**src/rtl/screen_flow_pkg.sv**
```systemverilog
// Shared types and widths for the screen sequencer.
package screen_flow_pkg;

    localparam int CNT_W   = 27;
    localparam int LIVES_W = 4;
    localparam int LEVEL_W = 3;

    typedef enum logic [2:0] {
        OPEN  = 3'd0,
        GAME  = 3'd1,
        VICT  = 3'd2,
        FAIL  = 3'd3,
        PAUSE = 3'd4
    } screen_state_t;

    // {is_open, is_game, is_vict, is_fail}; PAUSE keeps the playfield drawn.
    function automatic logic [3:0] state_flags(input screen_state_t s);
        case (s)
            OPEN:        state_flags = 4'b1000;
            GAME, PAUSE: state_flags = 4'b0100;
            VICT:        state_flags = 4'b0010;
            FAIL:        state_flags = 4'b0001;
            default:     state_flags = 4'b1000;
        endcase
    endfunction

endpackage

```
**src/rtl/screen_flow_ctrl_key_edge_sync.sv**
```systemverilog
// Two-flop synchronizer for a raw key level followed by a registered
// rising-edge pulse (pulse appears 3 cycles after the raw rise).
module key_edge_sync (
    input  logic Clk,
    input  logic Reset_n,
    input  logic key_raw,
    output logic key_edge
);

    logic sync_p0;
    logic sync_p1;
    logic prev_p2;

    always_ff @(posedge Clk or negedge Reset_n) begin
        if (!Reset_n) begin
            sync_p0  <= 1'b0;
            sync_p1  <= 1'b0;
            prev_p2  <= 1'b0;
            key_edge <= 1'b0;
        end else begin
            sync_p0  <= key_raw;
            sync_p1  <= sync_p0;
            prev_p2  <= sync_p1;
            key_edge <= sync_p1 & ~prev_p2;
        end
    end

endmodule

```
**src/rtl/screen_flow_ctrl.sv**
```systemverilog
// Screen sequencer: phase flags, level, lives, ring blink and end-screen hold.
// Define SCREEN_PAUSE_EN to add the pause_key input and the PAUSE state.
module screen_flow_ctrl
    import screen_flow_pkg::*;
#(
    parameter int BLINK_PERIOD = 50000000,
    parameter int BLINK_HIGH   = 25000000,
    parameter int NUM_LEVELS   = 5,
    parameter int START_LIVES  = 10,
    parameter int END_HOLD     = 100000000
) (
    input  logic                Clk,
    input  logic                Reset_n,
    input  logic                start_key,
`ifdef SCREEN_PAUSE_EN
    input  logic                pause_key,
`endif
    input  logic                frame_start,
    input  logic                carrot_hit,
    input  logic                wave_done,
    output logic                is_open,
    output logic                is_game,
    output logic                is_vict,
    output logic                is_fail,
    output logic [LEVEL_W-1:0]  level_index,
    output logic [LIVES_W-1:0]  lives,
    output logic                blink_phase,
    output logic                hold_busy
);

    localparam logic [LEVEL_W-1:0] LAST_LEVEL = LEVEL_W'(NUM_LEVELS - 1);
    localparam logic [LIVES_W-1:0] LIVES_INIT = LIVES_W'(START_LIVES);
    localparam logic [CNT_W-1:0]   BLINK_LAST = CNT_W'(BLINK_PERIOD - 1);
    localparam logic [CNT_W-1:0]   BLINK_HI   = CNT_W'(BLINK_HIGH);
    localparam logic [CNT_W-1:0]   HOLD_LAST  = CNT_W'(END_HOLD - 1);

    screen_state_t        state;
    screen_state_t        pend_state;
    logic                 pend_valid;
    logic [CNT_W-1:0]     blink_cnt;
    logic [CNT_W-1:0]     hold_cnt;

    logic                 start_edge;
    logic                 req_valid;
    screen_state_t        req_state;
    logic                 life_dec;
    logic                 level_inc;

    key_edge_sync u_start_sync (
        .Clk      (Clk),
        .Reset_n  (Reset_n),
        .key_raw  (start_key),
        .key_edge (start_edge)
    );

`ifdef SCREEN_PAUSE_EN
    logic pause_edge;

    key_edge_sync u_pause_sync (
        .Clk      (Clk),
        .Reset_n  (Reset_n),
        .key_raw  (pause_key),
        .key_edge (pause_edge)
    );
`endif

    // Event decode; nothing new is accepted while a transition is pending.
    always_comb begin
        req_valid = 1'b0;
        req_state = state;
        life_dec  = 1'b0;
        level_inc = 1'b0;
        if (!pend_valid) begin
            case (state)
                OPEN: begin
                    if (start_edge) begin
                        req_valid = 1'b1;
                        req_state = GAME;
                    end
                end
                GAME: begin
`ifdef SCREEN_PAUSE_EN
                    if (pause_edge) begin
                        req_valid = 1'b1;
                        req_state = PAUSE;
                    end
`endif
                    if (wave_done) begin
                        if (level_index == LAST_LEVEL) begin
                            req_valid = 1'b1;
                            req_state = VICT;
                        end else begin
                            level_inc = 1'b1;
                        end
                    end
                    // Checked after the wave so a fatal hit overrides victory.
                    if (carrot_hit && lives != '0) begin
                        life_dec = 1'b1;
                        if (lives == LIVES_W'(1)) begin
                            req_valid = 1'b1;
                            req_state = FAIL;
                        end
                    end
                end
`ifdef SCREEN_PAUSE_EN
                PAUSE: begin
                    if (pause_edge) begin
                        req_valid = 1'b1;
                        req_state = GAME;
                    end
                end
`endif
                VICT, FAIL: begin
                    if (start_edge && !hold_busy) begin
                        req_valid = 1'b1;
                        req_state = OPEN;
                    end
                end
                default: ;
            endcase
        end
    end

    always_ff @(posedge Clk or negedge Reset_n) begin
        if (!Reset_n) begin
            state       <= OPEN;
            pend_state  <= OPEN;
            pend_valid  <= 1'b0;
            is_open     <= 1'b1;
            is_game     <= 1'b0;
            is_vict     <= 1'b0;
            is_fail     <= 1'b0;
            level_index <= '0;
            lives       <= LIVES_INIT;
            blink_cnt   <= '0;
            blink_phase <= 1'b1;
            hold_cnt    <= '0;
            hold_busy   <= 1'b0;
        end else if (frame_start && pend_valid) begin
            state      <= pend_state;
            pend_valid <= 1'b0;
            {is_open, is_game, is_vict, is_fail} <= state_flags(pend_state);
            case (pend_state)
                GAME: begin
                    // Resuming from PAUSE keeps the game in progress.
                    if (state == OPEN) begin
                        lives       <= LIVES_INIT;
                        level_index <= '0;
                        blink_cnt   <= '0;
                        blink_phase <= 1'b1;
                    end
                end
                VICT, FAIL: begin
                    hold_cnt  <= '0;
                    hold_busy <= 1'b1;
                end
                default: ;
            endcase
        end else begin
            if (req_valid) begin
                pend_valid <= 1'b1;
                pend_state <= req_state;
            end
            if (life_dec)
                lives <= lives - LIVES_W'(1);
            if (level_inc)
                level_index <= level_index + LEVEL_W'(1);
            if (state == GAME) begin
                blink_cnt   <= (blink_cnt == BLINK_LAST) ? '0 : blink_cnt + CNT_W'(1);
                blink_phase <= (blink_cnt < BLINK_HI);
            end
            if ((state == VICT || state == FAIL) && hold_busy) begin
                if (hold_cnt == HOLD_LAST)
                    hold_busy <= 1'b0;
                else
                    hold_cnt <= hold_cnt + CNT_W'(1);
            end
        end
    end

endmodule
```
**config.mk**
```make
export PLATFORM = sky130hd
export DESIGN_NAME = screen_flow_ctrl
export DESIGN_NICKNAME = d
export VERILOG_FILES = /design/src/rtl/screen_flow_pkg.sv /design/src/rtl/screen_flow_ctrl_key_edge_sync.sv /design/src/rtl/screen_flow_ctrl.sv
export SDC_FILE = /design/constraint.sdc
export NUM_CORES = 1
export LEC_CHECK = 0
export CAP_MARGIN = 20
export CORE_MARGIN = 5
export CORE_UTILIZATION = 40
export DETAILED_ROUTE_END_ITERATION = 8
export PLACE_DENSITY_LB_ADDON = 0.15
export SETUP_SLACK_MARGIN = 0.1
export SYNTH_ARGS = -nofsm -noshare
export SYNTH_HDL_FRONTEND = slang
export SYNTH_SLANG_ARGS = --single-unit
```
**constraint.sdc**
```tcl
create_clock -name Clk -period 1.8 [get_ports Clk]
set_input_delay 0.27 -clock Clk [delete_from_list [all_inputs] [get_ports Clk]]
set_output_delay 0.27 -clock Clk [all_outputs]
set_load 0.02 [all_outputs]
```
; Word-level counts from Yosys, hierarchy flattened
; Cells that the tools add are included.
[word_totals]
reg_bits = 78
latchBits = 0
ram_bits = 0
mem_bits_ro = 0
output_inout_bits = 13
n_memories = 0
[op_classes]
add_sub_neg = 4
mul = 0
n_div = 0
order_cmp = 1
eq_ne = 15
n_shift = 0
mux = 51
bitwise = 3
reduce_logical = 23
[ops]
columns = cell, count
row1 = $mux W27, 9
row2 = $add A27 B1 Y27 const B, 2
row3 = $mux W3, 11
row4 = $eq A27 B26 Y1 const B, 1
row5 = $eq A27 B27 Y1 const B, 1
row6 = $lt A27 B25 Y1 const B, 1
row7 = $mux W1, 24
row8 = $mux W4, 4
row9 = $reduce_and A3 Y1, 5
row10 = $eq A3 B2 Y1 const B, 4
row11 = $pmux W4 S3, 1
row12 = $reduce_bool A2 Y1, 6
row13 = $pmux W3 S3, 1
row14 = $eq A3 B1 Y1 const B, 2
row15 = $eq A3 B3 Y1 const B, 2
row16 = $ne A2 B1 Y1 const B, 3
row17 = $reduce_or A2 Y1, 3
row18 = $eq A4 B1 Y1 const B, 1
row19 = $logic_and A1 B1 Y1, 4
row20 = $reduce_bool A4 Y1, 1
row21 = $sub A4 B1 Y4 const B, 1
row22 = $add A3 B1 Y3 const B, 1
row23 = $logic_not A3 Y1, 1
row24 = $pmux W1 S3, 1
row25 = other kinds (6), 7

; Depth between registers and ports, before layout
[logic_depth]
word_depth = 9
mapped_depth = 8
mapped_depth_nobuf = 7

; By module
; From an unflattened synthesis, not the netlist that was laid out.
[hier_totals]
cells_unflattened = 454
hier_area_um2 = 4172.8
[by_module_without_submodules]
columns = mod, instances, cells_each, area_per_inst_um2
row1 = screen_flow_ctrl, 1, 449, 4058.9
row2 = key_edge_sync, 1, 5, 113.9

; Worst setup path after synthesis
; No wires, ideal clock.
[synth_path]
kind = reg-to-reg
start = register hold_cnt[0]
end = register hold_cnt[24]
setup_ns = 0.078
arrival_time_ns = 1.940
required_ns = 1.722
path_slack_ns = -0.218
path_stages_with_launch = 7
period_less_slack_ns = 2.018
cell_sequence = dfrtp_1 ha_1 inv_1 or3_4 nand4bb_4 or4_1 a21oi_1
[synth_via]
elab_chain_len = 4
[synth_rtl]
columns = item, line
row1 = start: declaration, screen_flow_ctrl.sv:41  ; logic [CNT_W-1:0] hold_cnt;
row2 = start signal: assignment, screen_flow_ctrl.sv:176  ; hold_cnt <= hold_cnt + CNT_W'(1);
row3 = $add A27 B1 Y27, screen_flow_ctrl.sv:176
row4 = $mux W27, screen_flow_ctrl.sv:173  ; if (hold_cnt == HOLD_LAST)
row5 = $mux W27, screen_flow_ctrl.sv:172  ; if ((state == VICT || state == FAIL) && hold_busy) begin
row6 = $mux W27, screen_flow_ctrl.sv:139  ; end else if (frame_start && pend_valid) begin
; Several ways; a longest one is shown, not always the timed one. The select of a mux whose other input is x is not followed.
; A chain may end at the register's enable or synchronous reset.

; Worst setup path in the final report
[layout_path]
start = register blink_cnt[18]
end = register blink_cnt[24]
[layout_via]
elab_chain_len = 4
[layout_rtl]
columns = item, line
row1 = start: declaration, screen_flow_ctrl.sv:40  ; logic [CNT_W-1:0] blink_cnt;
row2 = start signal: assignment, screen_flow_ctrl.sv:169  ; blink_cnt <= (blink_cnt == BLINK_LAST) ? '0 : blink_cnt + CNT_W'(1);
row3 = $add A27 B1 Y27 or $eq A27 B26 Y1 (tied branches), screen_flow_ctrl.sv:169
row4 = $mux W27 *, screen_flow_ctrl.sv:169
row5 = $mux W27 *, screen_flow_ctrl.sv:168  ; if (state == GAME) begin
row6 = $mux W27 *, screen_flow_ctrl.sv:139
; Every way passes the cells marked *; elsewhere a longest branch is shown, timed or not. The select of a mux whose other input is x is not followed.

==> metrics <==
n_diodes 0; DRC violations left 0; routed len/inst ~16 um; most numerous cell in the Yosys netlist dfrtp_1; Clock Tree Buf Depth 2; initial antenna violation count 0; layout cells sized above 1 45.13%; hold depth 1; Root Driver clkbuf_8; Initial Util between 40% and 50%; CTS Buf Count 9; register area share after synthesis approximately 45%; Synth Flop Type dfrtp_1; final wirelength 12780 um; worst hold start start_key; Routed Antenna Nets 0; Placed Instances approximately 730; Slew Limit Fails 0; Clk pin slew, worst setup/hold paths about 0.080 ns; post-DP HPWL just under 9000 um; drt pass-1 iters 5; Synth Register Bits 78; status complete, but fails checks; final setup fails 46; Critical Path Start blink_cnt[18]; Reg-to-Reg Start blink_cnt[18]; final design utilization around three fifths; LEAKAGE about 3 nW; relative slew slack approximately three quarters; number of core rows 38; PD cells 1213 nW/um^2; Max-cap violations 0; chip width approximately 110 um; worst path required time around 2.1 ns; Slew @ Worst Pin approximately 0.38 ns; Synth top area share roughly 43%; Post-synth top cells dfrtp_1 (74), nand2_1 (56), a21oi_1 (35); Synth Cell Area between 4000 and 5000 um^2; CTS tree yes; vias in the first global route about 4400; grt total ovfl 0; simple-gate share of the synthesized area about 27%; htree depth 3; Design Power 8.047 mW; height of the die between 100 and 150 um; Synth Warn # 0; Mapped Nets 490; Mapped Cells 477; Critical Path End Type flop; Worst EP arrival approximately 2.2 ns; Area Overhead vs Synth 52.50%; WS Path Type reg -> reg; total clock sinks between 70 and 80; post-layout min period around 2.0 ns; Ports 19; Buffers & Inverters on Critical Path 1; Clock Skew about 0.0095 ns; Worst path max stage delay roughly 0.55 ns; final net count ~640; largest family of logic cells by synthesized area simple AND/OR/NAND/NOR gates; Max IR drop VDD 0.0008114 V; failing checks setup timing; core area around 11000 um^2; reg-to-reg setup timing slack -0.18 ns; R2R cell count 5; Synth Area per Inst just over 9 um^2; Yosys top cell by area dfrtp_1; FF-to-FF End blink_cnt[24]; CP max-delay cell or4b_4; Die Area ~13000 um^2; crit-path max FO 7; Finished Layout Cells around 780; crit path launch type flop; DR vias between 4000 and 5000; Max Clock Freq 504.8 MHz; Synth Area in XOR/XNOR under 10%; GRT Total Usage a little under 20%; pin count of the biggest net entering global routing a little over 40; PortBufs 18; mux contribution to synthesized area ~2.4%; top cells by area, synth dfrtp_1 (43%), nand2_1 (4.8%), a21oi_1 (4.0%); Hold Crit Class in -> reg; Post-Synth Adder-Cell Area under 10%; RSZ-0062 raised after global routing true; hold path endpoint u_start_sync.sync_p0; Synth async-reset ratio 100.0%; Cell Chain, Critical Path or4b_4 > nor4_4 > a21oi_4 > buf_4 > a221o_1; Avg Vias per Cell around 5.6; Fin Setup TNS -3.809 ns; first-pass GRT wire length around 21000 um; cell family with most CP delay simple AND/OR/NAND/NOR gates; Fin. Hold Viols 0; final worst setup slack -0.1809 ns; Compound-Gate Fraction of Synth Area about a fifth; Initial DRC Count 220; GP Congestion roughly 0.9; period utilization 110.0%; Cell variety after synth 59; Worst-Skew Late Latency roughly 0.36 ns; Post-synth EDFFs 0; # fillers a little over 900
-- state kept, by name (all words and copies together) (netlist names) --
signal and flops:
blink_cnt 27, blink_phase 1, hold_busy 1, hold_cnt 27, is_fail 1, is_game 1
is_open 1, is_vict 1, level_index 3, lives 4, pend_state 3, pend_valid 1
state 3, u_start_sync.key_edge 1, u_start_sync.prev_p2 1, u_start_sync.sync_p0 1, u_start_sync.sync_p1 1
-- worst reg2reg max path: stages, from the launching register on --
cell and delay, ns:
dfrtp_1 0.39, or4b_4 0.55, nor4_4 0.33, a21oi_4 0.14, buf_4 0.19, a221o_1 0.28
-- per-layer routing --
metal / up-vias / global-route usage [%] / part of all wire, %
met4: 0 / 5.146 / 1.5
met1: 2141 / 24.07 / 42
met3: 19 / 4.968 / 3.2
met5: - / 0 / 0
met2: 65 / 35.21 / 53
li1: 2100 / - / -
-- cell type report --
class | count | area [um^2] | area share (%)
Clock buffer | 11 | 131.4 | 1.980
Clock inverter | 5 | 50.05 | 0.7541
Inverter | 15 | 58.81 | 0.8861
Multi-Input combinational cell | 364 | 2840 | 42.80
Sequential cell | 78 | 1963 | 29.58
Tap cell | 140 | 175.2 | 2.640
Timing Repair Buffer | 163 | 1418 | 21.36
-- kinds of logic after synthesis --
family	after synthesis
AO/OA/AOI/OAI	127
XOR/XNOR	6
adder cells (fa/ha/maj)	7
buffers and inverters	35
flip-flops	78
multiplexers	10
AND/OR/NAND/NOR	214
-- worst max-delay path by stage --
stage	to	slack, ns	cells past startpoint
3_3_place_gp	hold_cnt[13]	-0.33	7
2_1_floorplan	blink_cnt[24]	-0.09	5
6_report	blink_cnt[24]	-0.18	5
3_5_place_dp	hold_cnt[13]	-0.43	7
4_1_cts	blink_cnt[25]	-0.14	6
5_1_grt	blink_cnt[24]	-0.22	5
-- placed cells by master (no fill, tap or decap), drive strengths merged, types with 3 or more instances in the layout --
master	Yosys	final
or2	3	3
clkbuf	12	11
nand3	30	30
nor4b	4	4
or3	14	14
dlygate4sd2	0	9
a31oi	27	27
and3	10	10
nor2	28	28
o21ai	27	27
a21o	3	3
and2	3	3
a211oi	3	3
inv	15	15
o31ai	9	9
buf	8	145
nand4	15	15
clkdlybuf4s50	0	7
ha	7	7
mux2i	6	6
o311ai	4	4
nand2	56	56
nor3	15	15
nand2b	6	6
or4	8	8
a21oi	36	36
a41oi	5	5
nor4	6	6
mux2	4	4
xnor2	5	5
dfstp	4	4
dfrtp	74	74
clkinv	0	4
and4	4	4
-- what timing repair did --
action,in CTS,in global routing
endpoints found under the setup margin,70,63
hold buffers,1,0
pin swaps,41,36
gates cloned,0,1
buffers inserted,17,9
hold endpoints to repair,21,0
gates resized for setup,87,73
-- through the flow --
step	hold WS [ns]	area [um^2]	setup slack [ns]
after global placement	0.2088	5628	-0.3297
after CTS	0.3336	6261	-0.1368
after floorplan	-0.02559	4463	-0.09393
after detailed placement	0.2152	5628	-0.4333
final	0.3550	6636	-0.1809
after global routing	0.3481	6636	-0.2216
-- where the power goes --
group          total, mW  switching, mW  leakage, nW  internal, mW
sequential          2.56          0.380        0.991          2.18
combinational       4.22           2.10         1.83          2.12
clock               1.27          0.634       0.0968         0.632
(Power assumes the default switching activity.)
